--- config.mk ---
export PLATFORM = sky130hd
export DESIGN_NAME = register_output_bank
export DESIGN_NICKNAME = d
export VERILOG_FILES = /design/src/rtl/register_output_bank.sv
export SDC_FILE = /design/constraint.sdc
export NUM_CORES = 1
export LEC_CHECK = 0
export ABC_AREA = 0
export BUFFER_PORTS_ARGS = -buffer_cell sky130_fd_sc_hd__buf_2
export CORE_ASPECT_RATIO = 0.5
export CORE_MARGIN = 2
export CORE_UTILIZATION = 47
export CTS_CLUSTER_DIAMETER = 100
export DETAILED_ROUTE_END_ITERATION = 8
export GPL_ROUTABILITY_DRIVEN = 0
export PLACE_DENSITY = 0.79
export SYNTH_ARGS = -nofsm -noshare
export SYNTH_HDL_FRONTEND = slang
export SYNTH_SLANG_ARGS = --single-unit
--- constraint.sdc ---
create_clock -name clk -period 1.1 [get_ports clk]
set_input_delay 0.055 -clock clk [delete_from_list [all_inputs] [get_ports clk]]
set_output_delay 0.055 -clock clk [all_outputs]
set_load 0.01 [all_outputs]
--- src/rtl/register_output_bank.sv ---
// register_output_bank
//
// A bank of NCH output registers, each Psize bits wide. A write into a channel
// happens only when the ALU qualifier is all-ones and the channel select is in
// range. Each channel holds a pending flag that stays set until its consumer
// acknowledges with OutReady. A write that replaces unacknowledged data can
// optionally raise a sticky per-channel overflow flag.
//
// Optional feature macro: REGOUT_OVERFLOW_EN
//   defined   : Overflow tracks overwrite-before-ack events; ClrOvf clears it.
//   undefined : Overflow is constant 0 and ClrOvf is ignored.
//
// Parameters
//   Psize : data width of each channel
//   NCH   : number of channels (1..16)
//   SELW  : channel-select width, derived from NCH
//
// Ports
//   clk      : clock; all state updates on its rising edge
//   Reset    : synchronous active-high reset
//   RegIn    : data to write
//   ALURes   : write qualifier; must be all-ones to write
//   ChSel    : target channel for a write
//   RegOut   : channel k data in bits [k*Psize +: Psize]
//   OutValid : per-channel pending-data flag
//   OutReady : per-channel consumer acknowledge
//   Overflow : per-channel sticky overwrite-before-ack flag
//   ClrOvf   : clears all Overflow bits
module register_output_bank #(
    parameter int unsigned Psize = 8,
    parameter int unsigned NCH   = 4,
    localparam int unsigned SELW = (NCH > 1) ? $clog2(NCH) : 1
) (
    input  logic                 clk,
    input  logic                 Reset,
    input  logic [Psize-1:0]     RegIn,
    input  logic [Psize-1:0]     ALURes,
    input  logic [SELW-1:0]      ChSel,
    output logic [NCH*Psize-1:0] RegOut,
    output logic [NCH-1:0]       OutValid,
    input  logic [NCH-1:0]       OutReady,
    output logic [NCH-1:0]       Overflow,
    input  logic                 ClrOvf
);

    typedef enum logic {StIdle, StPend} ch_state_e;

    ch_state_e        state_q [NCH];
    ch_state_e        state_d [NCH];
    logic [Psize-1:0] data_q  [NCH];
    logic [Psize-1:0] data_d  [NCH];
    logic [NCH-1:0]   ovf_set;
    logic             commit;

    // An out-of-range select never writes, even with a qualifying ALU result.
    assign commit = (ALURes == {Psize{1'b1}}) &&
                    ({{(32 - SELW){1'b0}}, ChSel} < 32'(NCH));

    always_comb begin
        for (int k = 0; k < NCH; k++) begin
            state_d[k] = state_q[k];
            data_d[k]  = data_q[k];
            ovf_set[k] = 1'b0;
            unique case (state_q[k])
                StIdle: begin
                    if (commit && (ChSel == SELW'(k))) begin
                        data_d[k]  = RegIn;
                        state_d[k] = StPend;
                    end
                end
                StPend: begin
                    if (commit && (ChSel == SELW'(k))) begin
                        // Latest data wins; an ack in the same cycle consumes the old data.
                        data_d[k]  = RegIn;
                        ovf_set[k] = ~OutReady[k];
                    end else if (OutReady[k]) begin
                        state_d[k] = StIdle;
                    end
                end
            endcase
        end
    end

    always_ff @(posedge clk) begin
        for (int k = 0; k < NCH; k++) begin
            if (Reset) begin
                state_q[k] <= StIdle;
                data_q[k]  <= '0;
            end else begin
                state_q[k] <= state_d[k];
                data_q[k]  <= data_d[k];
            end
        end
    end

    for (genvar k = 0; k < NCH; k++) begin : g_out
        assign RegOut[k*Psize +: Psize] = data_q[k];
        assign OutValid[k]              = (state_q[k] == StPend);
    end

`ifdef REGOUT_OVERFLOW_EN
    logic [NCH-1:0] ovf_q;
    logic [NCH-1:0] ovf_d;

    // A new overflow event in the same cycle as ClrOvf takes priority.
    always_comb begin
        ovf_d = (ovf_q & ~{NCH{ClrOvf}}) | ovf_set;
    end

    always_ff @(posedge clk) begin
        if (Reset) begin
            ovf_q <= '0;
        end else begin
            ovf_q <= ovf_d;
        end
    end

    assign Overflow = ovf_q;
`else
    logic unused_ovf;
    assign unused_ovf = ClrOvf ^ (|ovf_set);
    assign Overflow   = '0;
`endif

endmodule
Word level (Yosys, flattened, before mapping)
Memory sizes are Yosys's and may differ from the RTL's.
Index checks and enable logic that the tools add are counted.
{"block": "totals", "mem_bits_rw": 36, "wordCells": 54, "mem_count": 2, "in_bits": 25, "out_inout_bits": 40, "ff_bits": 0}
{"block": "classes", "n_mux": 31, "bitwise": 12, "n_reduce_logical": 5, "eq_ne": 4}
{"name": "data_q", "depth": 4, "word_bits": 8, "read_ports": 4, "rd_clocked_by_memory_dff": 0, "wr": 4, "line": "50", "source": "logic [Psize-1:0] data_q [NCH];"}
{"name": "state_q", "depth": 4, "word_bits": 1, "read_ports": 4, "rd_clocked_by_memory_dff": 0, "wr": 4, "line": "48", "source": "ch_state_e state_q [NCH];"}
{"cell": "two-way mux 8 bit", "count": 8}
{"cell": "two-way mux 1 bit", "count": 19}
{"cell": "== test 8 bit (second input constant)", "count": 1}
{"cell": "OR 1 bit", "count": 8}
{"cell": "one-hot mux 1 bit (2 select lines)", "count": 4}
{"cell": "== test 2 bit (second input constant)", "count": 2}
{"cell": "logical AND 1 bit", "count": 4}
{"cell": "inverter 1 bit", "count": 4}
{"cell": "== test 2 x 1 -> 1 bit (second input constant)", "count": 1}
{"cell": "logical NOT 2 bit", "count": 1}

Logic depth before layout (Yosys ltp)
{"block": "logic_depth", "depth_word": 5, "depth_mapped": 4, "mapped_depth_nobuf": 3}

Least setup slack after synthesis
Ideal clock, no wire load.
{"block": "synth_path", "path_kind": "input port to flip-flop", "start": "input ALURes[5]", "end": "memory state_q[2] in the netlist's numbering", "t_arrival_ps": 741, "path_stages": 4, "path_buffers": 1, "path_slack_ps": 244, "setup_time_ps": 115, "t_required_ps": 985, "cell_sequence": "and4_1 and4_4 buf_6 o21ba_2"}
{"item": "from (decl)", "line": "37", "source": "input logic [Psize-1:0] ALURes,"}
{"item": "to (decl)", "line": "48"}

==> summary.md <==
| Metric | Value |
|---|---|
| Top-area cell type share of the netlist area | `47.2%` |
| Status | `finished, final reports clean` |
| Leak | `0.918 nW` |
| Max rail drop VDD | `0.974 mV` |
| DRC | `0` |
| Htree depth | `2` |
| Via count | `1144` |
| Count of state elements after synthesis | `36` |
| Worst setup EP type | `flip-flop` |
| Setup Crit Path Kind | `in2reg` |
| Placed Area | `0.00185 mm2` |
| Die width | `84.6 um` |
| Clock Latency Late Sink | `270 ps` |
| CTS sink cnt | `36` |
| Post_cts resized | `0` |
| Hold depth | `3` |
| Core Region | `0.00305 mm2` |
| Post-synth EDFFs | `0` |
| CTS Buf Count | `5` |
| Die span in y | `44.3 um` |
| Clock root cell | `clkbuf_8` |
| Fmax | `1120 MHz` |
| HP Class | `in2reg` |
| Vias in the first global route | `1200` |
| RSZ-0062 raised after global routing | `no` |
| Setup TNS | `0 ps` |
| DP HPWL | `2420 um` |
| TritonCTS clock tree | `yes` |
| Ratio of cells with drive above 1 in the final layout | `37.1%` |
| Final hold vios | `0` |
| Gate Count Post-Synth | `142` |
| Overall power | `2.38 mW` |
| Synth top area cells | `dfxtp_1 (47%), mux2i_1 (21%), nand2b_1 (17%)` |
| Crit path max-delay family | `simple AND/OR/NAND/NOR gates` |
| Crit path cell chain | `buf_2 -> nand4_1 -> nor4_2 -> buf_4 -> mux2i_1` |
| Routed wire per std cell | `13.5 um` |
| Seq/Total Area, Yosys | `47.2%` |
| Row count | `14` |
| Fin Hold WS | `42.4 ps` |
| Post-synth ARST share | `0%` |
| YS warnings | `0` |
| Crit path max fanout | `7` |
| Ratio of final minimum period to clock period | `81.3%` |
| Post-synth top flop | `dfxtp_1` |
| Min-Delay Endpoint | `state_q[3]$_SDFF_PP0_` |
| Fin cells | `242` |
| Library cells used by synthesis | `16` |
| Max stage delay on crit path | `320 ps` |
| Max-Cap Viols | `0` |
| DR pass1 iterations | `4` |
| Initial DRC count | `31` |
| Initial antenna violation count | `0` |
| Antenna Cells | `0` |
| Initial core utilization | `50.1%` |
| ANT nets after route | `0` |
| IO buf count | `59` |
| Power per cell area | `1230 mW/mm2` |
| Layout area overhead | `26.7%` |
| Io pins | `65` |
| CP Launch Type | `primary input` |
| Critical Path AT | `1090 ps` |
| Overall fraction of global-route tracks in use | `18.6%` |
| Hold-fix buffers, CTS | `0` |
| Final setup fails | `0` |
| Hold Path Origin | `OutReady[3]` |
| Clock Skew | `0 ps` |
| Placed Cells incl. Taps | `234` |
| Start of the worst register-to-register path | `state_q[2]$_SDFF_PP0_` |
| Largest net degree at the start of global routing | `21` |
| Setup repair bufs after CTS | `0` |
| Total congestion overflow | `0` |
| Crit path max-delay cell type | `nor4_2` |
| Full die area | `0.00375 mm2` |
| Fin area | `0.00194 mm2` |
| DR vias/cell | `4.73` |
| FF-to-FF path depth | `2` |
| Clk pin slew, worst setup/hold paths | `70 ps` |
| Final min period | `895 ps` |
| Mean post-synth cell area | `10.8 um2` |
| CP Buf/Inv Count | `2` |
| Reg-to-Reg End | `state_q[2]$_SDFF_PP0_` |
| Area leader, netlist | `dfxtp_1` |
| Worst EP required | `1300 ps` |
| FF-to-FF setup slack | `370 ps` |
| Mapped Area | `0.00153 mm2` |
| CTS max path bufs | `2` |
| Routed wire length | `3270 um` |
| NumNets Final | `226` |
| Max Slew Vio Count | `0` |
| First-pass GRT wire length | `5340 um` |
-- flip-flops by register name (all words and copies together), names as in the netlist --
signal / cells
data_q: 32
state_q: 4
-- cells by family after synthesis --
family,Yosys count,share of synthesized area [%]
buffers and inverters,17,7.37
multiplexers,32,21.0
flip-flops,36,47.2
AO/OA/AOI/OAI,4,2.29
AND/OR/NAND/NOR,52,21.9
other,1,0.245
-- cell usage after synthesis, types with 2 or more instances --
cell,n
nor2b_1,3
nand2b_1,41
nor4_1,2
clkbuf_1,4
mux2i_1,32
o21ba_1,2
and4_1,2
nand4_1,3
dfxtp_1,36
buf_4,11
-- worst reg2reg max path: cells and delay by family (launching register included) --
kind               cells  cell delay, ps
DFF                    1             310
AOI/OAI and AO/OA      1             200
and+or+nand+nor        1             120
-- routing by layer --
layer / wire length (um) / vias up / track usage [%]
li1: - / 584 / -
met2: 1680 / 28 / 36.5
met3: 151 / 2 / 5.97
met1: 1420 / 530 / 20.2
met4: 14 / 0 / 3.81
met5: 0 / - / 0
-- power by group --
group,switching (mW),internal [mW],total [mW]
registers,0.000423,1.30,1.30
clock network,0.428,0.511,0.938
logic,0.0653,0.0703,0.136
total,0.494,1.88,2.38
-- worst max-delay path by stage --
stage / slack [ps] / cells past startpoint / end / from
after floorplan: 240 / 4 / state_q[2]$_SDFF_PP0_ / ALURes[5]
after global placement: 30 / 5 / data_q[1][0]$_SDFFE_PP0P_ / ALURes[3]
after detailed placement: -90 / 5 / data_q[1][4]$_SDFFE_PP0P_ / ALURes[3]
after CTS: 170 / 5 / data_q[1][4]$_SDFFE_PP0P_ / ALURes[3]
after global routing: 140 / 5 / data_q[1][2]$_SDFFE_PP0P_ / ALURes[3]
final: 210 / 5 / data_q[1][4]$_SDFFE_PP0P_ / ALURes[6]
-- layout by cell type (no fill, tap or decap), drive strengths merged --
master and n:
a21oi 1, and4 3, buf 65, clkbuf 8, conb 4, dfxtp 36
inv 1, mux2i 32, nand2b 41, nand4 3, nor2b 3, nor4 2
o21ba 3
-- through the flow --
stage | utilization, % | setup WS [ps]
6_report | 63.5 | 205
4_1_cts | 63.5 | 170
5_1_grt | 63.5 | 137
3_5_place_dp | 60.6 | -93.2
2_1_floorplan | - | 244
3_3_place_gp | 60.6 | 27.5
-- cell type report --
| class | count | area (um2) |
|---|---|---|
| fillers | 259 | 1110 |
| flip-flops and latches | 36 | 721 |
| multi-input cells | 92 | 718 |
| repair buffers | 65 | 353 |
| clock buffers | 8 | 90.1 |
| well taps | 40 | 50.0 |
| inverters | 1 | 3.75 |
Note: power is estimated with default switching activity, not from simulation.
